**src/rtl/a09_input_port_pkg.sv**
```systemverilog
// Shared A09 input-path constants: default widths, debounce length and FIFO depth,
// plus a width helper used for small counters.
package a09_input_port_pkg;

    localparam int A09_DEBOUNCE_CYCLES = 16;
    localparam int A09_PIN_WIDTH       = 8;
    localparam int A09_DATA_WIDTH      = 16;
    localparam int A09_FIFO_DEPTH      = 2;

    // A counter that must hold 0..n-1; never narrower than one bit.
    function automatic int a09_cnt_width(input int n);
        return (n > 1) ? $clog2(n) : 1;
    endfunction

endpackage

```
**src/rtl/a09_input_port_sync_debounce.sv**
```systemverilog
// Two-flop synchronizer and debouncer for the pushbutton strobe; emits a
// one-cycle registered pulse on each debounced press.
module a09_sync_debounce
    import a09_input_port_pkg::*;
#(
    parameter int DebounceCycles = A09_DEBOUNCE_CYCLES
) (
    input  logic Clk,
    input  logic Reset,
    input  logic Strobe_In,
    output logic Rise
);

    localparam int CNT_W = a09_cnt_width(DebounceCycles);

    logic             sync1;
    logic             sync_strobe;
    logic             level;
    logic             level_d;
    logic [CNT_W-1:0] cnt;

    always_ff @(posedge Clk or posedge Reset) begin
        if (Reset) begin
            sync1       <= 1'b0;
            sync_strobe <= 1'b0;
            level       <= 1'b0;
            level_d     <= 1'b0;
            cnt         <= '0;
            Rise        <= 1'b0;
        end else begin
            sync1       <= Strobe_In;
            sync_strobe <= sync1;

            // Any sample agreeing with the current level restarts the stability run.
            if (sync_strobe == level) begin
                cnt <= '0;
            end else if (cnt == CNT_W'(DebounceCycles - 1)) begin
                level <= ~level;
                cnt   <= '0;
            end else begin
                cnt <= cnt + 1'b1;
            end

            level_d <= level;
            Rise    <= level & ~level_d;
        end
    end

endmodule

```
**src/rtl/a09_input_port.sv**
```systemverilog
// A09 input port: synchronizes the pin bus, captures it on each debounced
// strobe press into a small FIFO, and hands entries to the CPU by ready/read.
module a09_input_port
    import a09_input_port_pkg::*;
#(
    parameter int DataWidth      = A09_DATA_WIDTH,
    parameter int PinWidth       = A09_PIN_WIDTH,
    parameter int DebounceCycles = A09_DEBOUNCE_CYCLES,
    parameter int Depth          = A09_FIFO_DEPTH
) (
    input  logic                 Clk,
    input  logic                 Reset,
    input  logic [PinWidth-1:0]  Pins_In,
    input  logic                 Strobe_In,
    input  logic                 In_Rd,
    input  logic                 Clr_Ovf,
    output logic [DataWidth-1:0] In_Data,
    output logic                 In_Rdy,
    output logic                 In_Full,
    output logic                 Overflow
);

    localparam int PTR_W = $clog2(Depth);
    localparam int CNT_W = PTR_W + 1;

    logic [PinWidth-1:0]  pins_s1;
    logic [PinWidth-1:0]  sync_pins;
    logic [DataWidth-1:0] mem [Depth];
    logic [PTR_W-1:0]     rd_ptr;
    logic [PTR_W-1:0]     wr_ptr;
    logic [CNT_W-1:0]     count;

    logic capture;
    logic empty;
    logic full;
    logic pop;
    logic push;
    logic drop;

    a09_sync_debounce #(
        .DebounceCycles(DebounceCycles)
    ) u_strobe (
        .Clk       (Clk),
        .Reset     (Reset),
        .Strobe_In (Strobe_In),
        .Rise      (capture)
    );

    assign empty = (count == '0);
    assign full  = (count == CNT_W'(Depth));

    // A pop frees a slot in the same cycle, so a full FIFO still accepts a push then.
    assign pop  = In_Rd & ~empty;
    assign push = capture & (~full | pop);
    assign drop = capture & full & ~pop;

    always_ff @(posedge Clk or posedge Reset) begin
        if (Reset) begin
            pins_s1   <= '0;
            sync_pins <= '0;
            rd_ptr    <= '0;
            wr_ptr    <= '0;
            count     <= '0;
            Overflow  <= 1'b0;
            for (int i = 0; i < Depth; i++) mem[i] <= '0;
        end else begin
            pins_s1   <= Pins_In;
            sync_pins <= pins_s1;

            if (push) begin
                mem[wr_ptr] <= DataWidth'(sync_pins);
                wr_ptr      <= wr_ptr + 1'b1;
            end
            if (pop) rd_ptr <= rd_ptr + 1'b1;

            if (push && !pop)      count <= count + 1'b1;
            else if (pop && !push) count <= count - 1'b1;

            // A dropped capture beats a simultaneous clear.
            if (drop)         Overflow <= 1'b1;
            else if (Clr_Ovf) Overflow <= 1'b0;
        end
    end

    assign In_Rdy  = ~empty;
    assign In_Full = full;
    assign In_Data = empty ? '0 : mem[rd_ptr];

endmodule

```
**config.mk**
```make
export PLATFORM = sky130hd
export DESIGN_NAME = a09_input_port
export DESIGN_NICKNAME = d
export VERILOG_FILES = /design/src/rtl/a09_input_port_pkg.sv /design/src/rtl/a09_input_port_sync_debounce.sv /design/src/rtl/a09_input_port.sv
export SDC_FILE = /design/constraint.sdc
export NUM_CORES = 1
export LEC_CHECK = 0
export ABC_AREA = 1
export CORE_MARGIN = 4
export CORE_UTILIZATION = 45
export DETAILED_ROUTE_END_ITERATION = 16
export GPL_TIMING_DRIVEN = 0
export PLACE_DENSITY = 0.72
export SLEW_MARGIN = 20
export SYNTH_ARGS = -nofsm -noshare
export SYNTH_HDL_FRONTEND = slang
export SYNTH_HIERARCHICAL = 1
export SYNTH_SLANG_ARGS = --single-unit
export TNS_END_PERCENT = 1
```
**constraint.sdc**
```tcl
create_clock -name Clk -period 4.2 [get_ports Clk]
set_input_delay 0.42 -clock Clk [delete_from_list [all_inputs] [get_ports Clk]]
set_output_delay 0.42 -clock Clk [all_outputs]
set_load 0.02 [all_outputs]
```
---- Yosys cells after proc, flatten, opt, wreduce, memory -nomap -nowiden ----
Cells that the tools add are included.
word-level totals
  register bits after elaboration ......... 62
  bits of input ports ..................... 13
  output and inout port bits .............. 19
  logic and storage cells ................. 61
operators by class
  add/sub/neg operators ................... 5
  magnitude comparators ................... 3
  equal/unequal tests ..................... 3
  multiplexer cells ....................... 13
  bitwise logic cells ..................... 14
  reductions and logical operators ........ 9
operators by type and width
  kind                                                                          count
  16-bit 2-to-1 mux                                                             5
  32-bit bitwise mux                                                            1
  16-bit demux with 1-bit select                                                1
  4-bit 2-to-1 mux                                                              2
  1-bit NOT                                                                     6
  1-bit AND                                                                     5
  4-bit by 1-bit adder with 4-bit output, second input constant                 1
  4-bit equality test, second input constant                                    1
  2-bit >= comparator, second input constant                                    2
  2-bit 2-to-1 mux                                                              2
  1-bit NOT with 2-bit output                                                   2
  2-bit nonzero test                                                            2
  1-bit logical AND                                                             3
  1-bit adder, second input constant                                            2
  2-bit by 1-bit adder with 2-bit output, second input constant                 1
  2-bit equality test, second input constant                                    1
  1-bit logical NOT                                                             2
  2-bit logical NOT                                                             1
  2-bit by 1-bit less-than comparator with 1-bit output, second input constant  1
  1-bit 2-to-1 mux                                                              2
  2-bit AND reduction                                                           1
  2-bit by 1-bit subtractor with 2-bit output, second input constant            1
  1-bit equality test                                                           1
  1-bit bitwise OR                                                              1

---- Logic depth before layout (Yosys ltp) ----
  word-level depth ........................ 9
  mapped depth ............................ 10
  gate-level depth less buffers ........... 10

---- Modules after synthesis ----
Netlist, hierarchy kept.
by module, submodules not included
  module             times used  cells an instance  area an instance (um^2)
  a09_input_port     1           154                1534.0
  a09_sync_debounce  1           32                 335.3

---- Worst setup path after synthesis ----
OpenSTA, ideal clock, no wires.
  kind .................................... reg2out
  start ................................... register rd_ptr
  end ..................................... output In_Data[0]
  arrival ................................. 1076 ps
  required time ........................... 3780 ps
  setup slack ............................. 2704 ps
  cell stages (with the launch flop) ...... 5
  path through ............................ dfrtp_1 > clkbuf_1 > inv_2 > nand2_1 > a21oi_1
between the ends
  cells in the longest elaborated chain, start to end .. 5
RTL lines
  item                                                   line                  source
  start: declaration                                     a09_input_port.sv:29  logic [PTR_W-1:0] rd_ptr;
  start signal: assignment                               a09_input_port.sv:74  if (pop) rd_ptr <= rd_ptr + 1'b1;
  1-bit NOT with 2-bit output (implied by the code)      a09_input_port.sv:87  assign In_Data = empty ? '0 : mem[rd_ptr];
  16-bit 2-to-1 mux (implied by the code) (3 in series)  a09_input_port.sv:87
  16-bit 2-to-1 mux                                      a09_input_port.sv:87
  end: declaration                                       a09_input_port.sv:17  output logic [DataWidth-1:0] In_Data,
No other way between the ends. The select of a mux whose other input is x is not followed.

---- Final worst setup path ----
  start ................................... register rd_ptr
  end ..................................... output In_Data[2]
The elaborated chain is that of the path after synthesis.

==> flow_summary.toml <==
[run_status]
status = "finished clean"

[detailed_routing]
ant_nets = 0
drt-total-wl_mm = 3.07
drt-initial-drc-count = 67
num_vias = 1289
wl_per_cell_um = 11.2
firstDrtPassIters = 5
drc_errors = 0
vias_per_cell = 4.70

[floorplanning]
die-area_sq_um = 5250
num_io_pins = 32
die_h_um = 72.5
rows = 23
start_util = 0.467
fp.coreArea_sq_um = 4000
die_w_um = 72.5

[layout]
fillCellCount = 337
num_antenna_cells = 0
drive_gt1_frac = 0.129
final-seq-area_sq_um = 1150
nets = 238
syn_to_final_growth_pct = 23.0
multi_input_area_sq_um = 593

[timing]
slew_violations = 0
hold_violations = 0
skew_ps = 2.76
grt_setup_unrepaired = "false"
min_period_ps = 2330
setup_viol = 0
slew_headroom = 0.509
fin_ws_ps = 1870
fmax_ghz = 0.430
final.period_utilization = 0.554
tns_ps = 0
tightest_slew_ps = 736

[clocking]
clk_latency_ps = 290
cts.sinks = 46
post_cts_resized = 0
clock_path_buffers = 2
cts_setup_buffers = 0
root_buffer = "clkbuf_8"
clkSlewWorstSetupHoldPaths_ps = 80
cts_max_level = 2
ctsHoldBuffers = 0
cts_tree = "yes"
cts_buffers = 5

[hold_path]
min_path_cells = 0
min_to = "sync_pins[2]$_DFF_PP0_"
worst_hold_startpoint = "pins_s1[2]$_DFF_PP0_"
hold_path.class = "reg -> reg"

[setup_path]
reg2reg_depth = 8
crit_fanout = 9
cp.required_ps = 3780
r2r-end = "count[1]$_DFFE_PP0P_"
crit_path_end_kind = "output pin"
crit_type = "reg -> out"
cp.arrival_ps = 1910
timing.rr.start = "count[1]$_DFFE_PP0P_"
start_kind = "register"
reg2reg_slack_ps = 2580

[global_route]
grt_max_degree = 38
grt_pass1_vias = 1199
globalRouteOverflowTotal = 0
antenna_found_initial = 0
grt_usage = 0.133
grt_pass1_wl_mm = 5.32

[synth]
synth_cells = 186
synth_cell_types = 23
synthesis.area_sq_um = 1870
ys_seq_area_frac = 0.616
syn_area_per_cell_sq_um = 10.0
ys_seq_elements = 46
synth_warnings = 6

[power]
power_density_nw_per_um2 = 441
leakagePower_uw = 0.00113
vdd_ir_drop_max_v = 0.000304

[place]
dp_hpwl_mm = 2.16
port-buffer-count = 23
gp_congestion = 0.759
post-place-ws_ps = 2160

[flow_run]
max_cap_viol_count = 0
==> metal layers <==
metal,routed length (um),GRT usage,vias to the layer above
met2,1530,0.208,24
met1,1380,0.168,609
li1,-,-,654
met3,138,0.0457,2
met5,0,0,-
met4,23,0.0553,0
==> power breakdown <==
part	leakage (uW)	internal, uW	total, uW	switching, uW
combinational	0.000483	73.8	201	127
sequential	0.000592	470	495	25.1
clock	0.0000514	177	316	139
total	0.00113	721	1010	292
==> state kept, by name (all words and copies together) (netlist names) <==
name,count
u_strobe/Rise,1
u_strobe/cnt,4
sync_pins,8
count,2
u_strobe/sync_strobe,1
mem,16
rd_ptr,1
wr_ptr,1
u_strobe/sync1,1
Overflow,1
pins_s1,8
u_strobe/level,1
u_strobe/level_d,1
==> worst max-delay path: stages (launching register included) <==
cell             delay [ps]
dfrtp_1                 360
clkbuf_1                210
inv_2                   210
nand2_1                  90
a21oi_1                 130
clkdlybuf4s50_1         620
==> cells in the mapped netlist, drive strengths merged <==
cell,instances,share of area
nand2,62,0.13
a21oi,8,0.021
dfrtp,46,0.62
xnor2,2,0.0094
clkbuf,2,0.0040
o21ai,2,0.0054
nand3,8,0.037
ha,2,0.013
nor2,7,0.015
inv,16,0.033
xor2,1,0.0087
buf,11,0.044
conb,1,0.0020
nand4,18,0.060
==> layout by cell type (no fill, tap or decap), drive strengths merged <==
master and n:
a21oi 8, buf 11, bufinv 1, clkbuf 8, clkdlybuf4s50 23, clkinvlp 1
conb 8, dfrtp 46, ha 2, inv 16, nand2 62, nand3 8
nand4 18, nor2 7, o21ai 2, xnor2 2, xor2 1
==> cell families after synthesis <==
group / after synthesis / share of synthesized area
buffers and inverters: 29 / 0.0810
other: 1 / 0.00201
xor gates and xnor gates: 3 / 0.0181
DFF: 46 / 0.616
AOI/OAI and AO/OA: 10 / 0.0268
and+or+nand+nor: 95 / 0.243
adders and majority gates: 2 / 0.0134
==> worst max path at each step <==
stage,to,startpoint,cells past startpoint,slack [ps]
after floorplan,In_Data[0],rd_ptr$_DFFE_PP0P_,4,2700
after global placement,mem[4]$_DFFE_PP0P_,Reset,2,2180
after detailed placement,count[1]$_DFFE_PP0P_,In_Rd,10,2160
after CTS,In_Data[2],rd_ptr$_DFFE_PP0P_,5,1850
after global routing,In_Data[5],rd_ptr$_DFFE_PP0P_,5,1700
final,In_Data[2],rd_ptr$_DFFE_PP0P_,5,1870
==> through the flow <==
| stage | total power, uW | instance area [sq um] | instances | hold WS (ps) | utilization |
|---|---|---|---|---|---|
| finish | 1010 | 2300 | 274 | 353 | 0.575 |
| global route | 1070 | 2300 | 274 | 359 | 0.575 |
| CTS | 1030 | 2300 | 274 | 353 | 0.575 |
| detailed placement | 709 | 2190 | 266 | 335 | 0.547 |
| global placement | 702 | 2190 | 266 | 332 | 0.547 |
| floorplan | 646 | 1900 | 193 | 248 | - |
==> final cells by class <==
cell class | count | share of cell area
clock buffers | 6 | 0.0316
repair buffers | 23 | 0.100
well taps | 50 | 0.0272
multi-input cells | 118 | 0.258
plain buffers | 13 | 0.0387
clock inverters | 2 | 0.0163
inverters | 16 | 0.0272
flip-flops and latches | 46 | 0.501
Power figures use the tool's default switching activity.
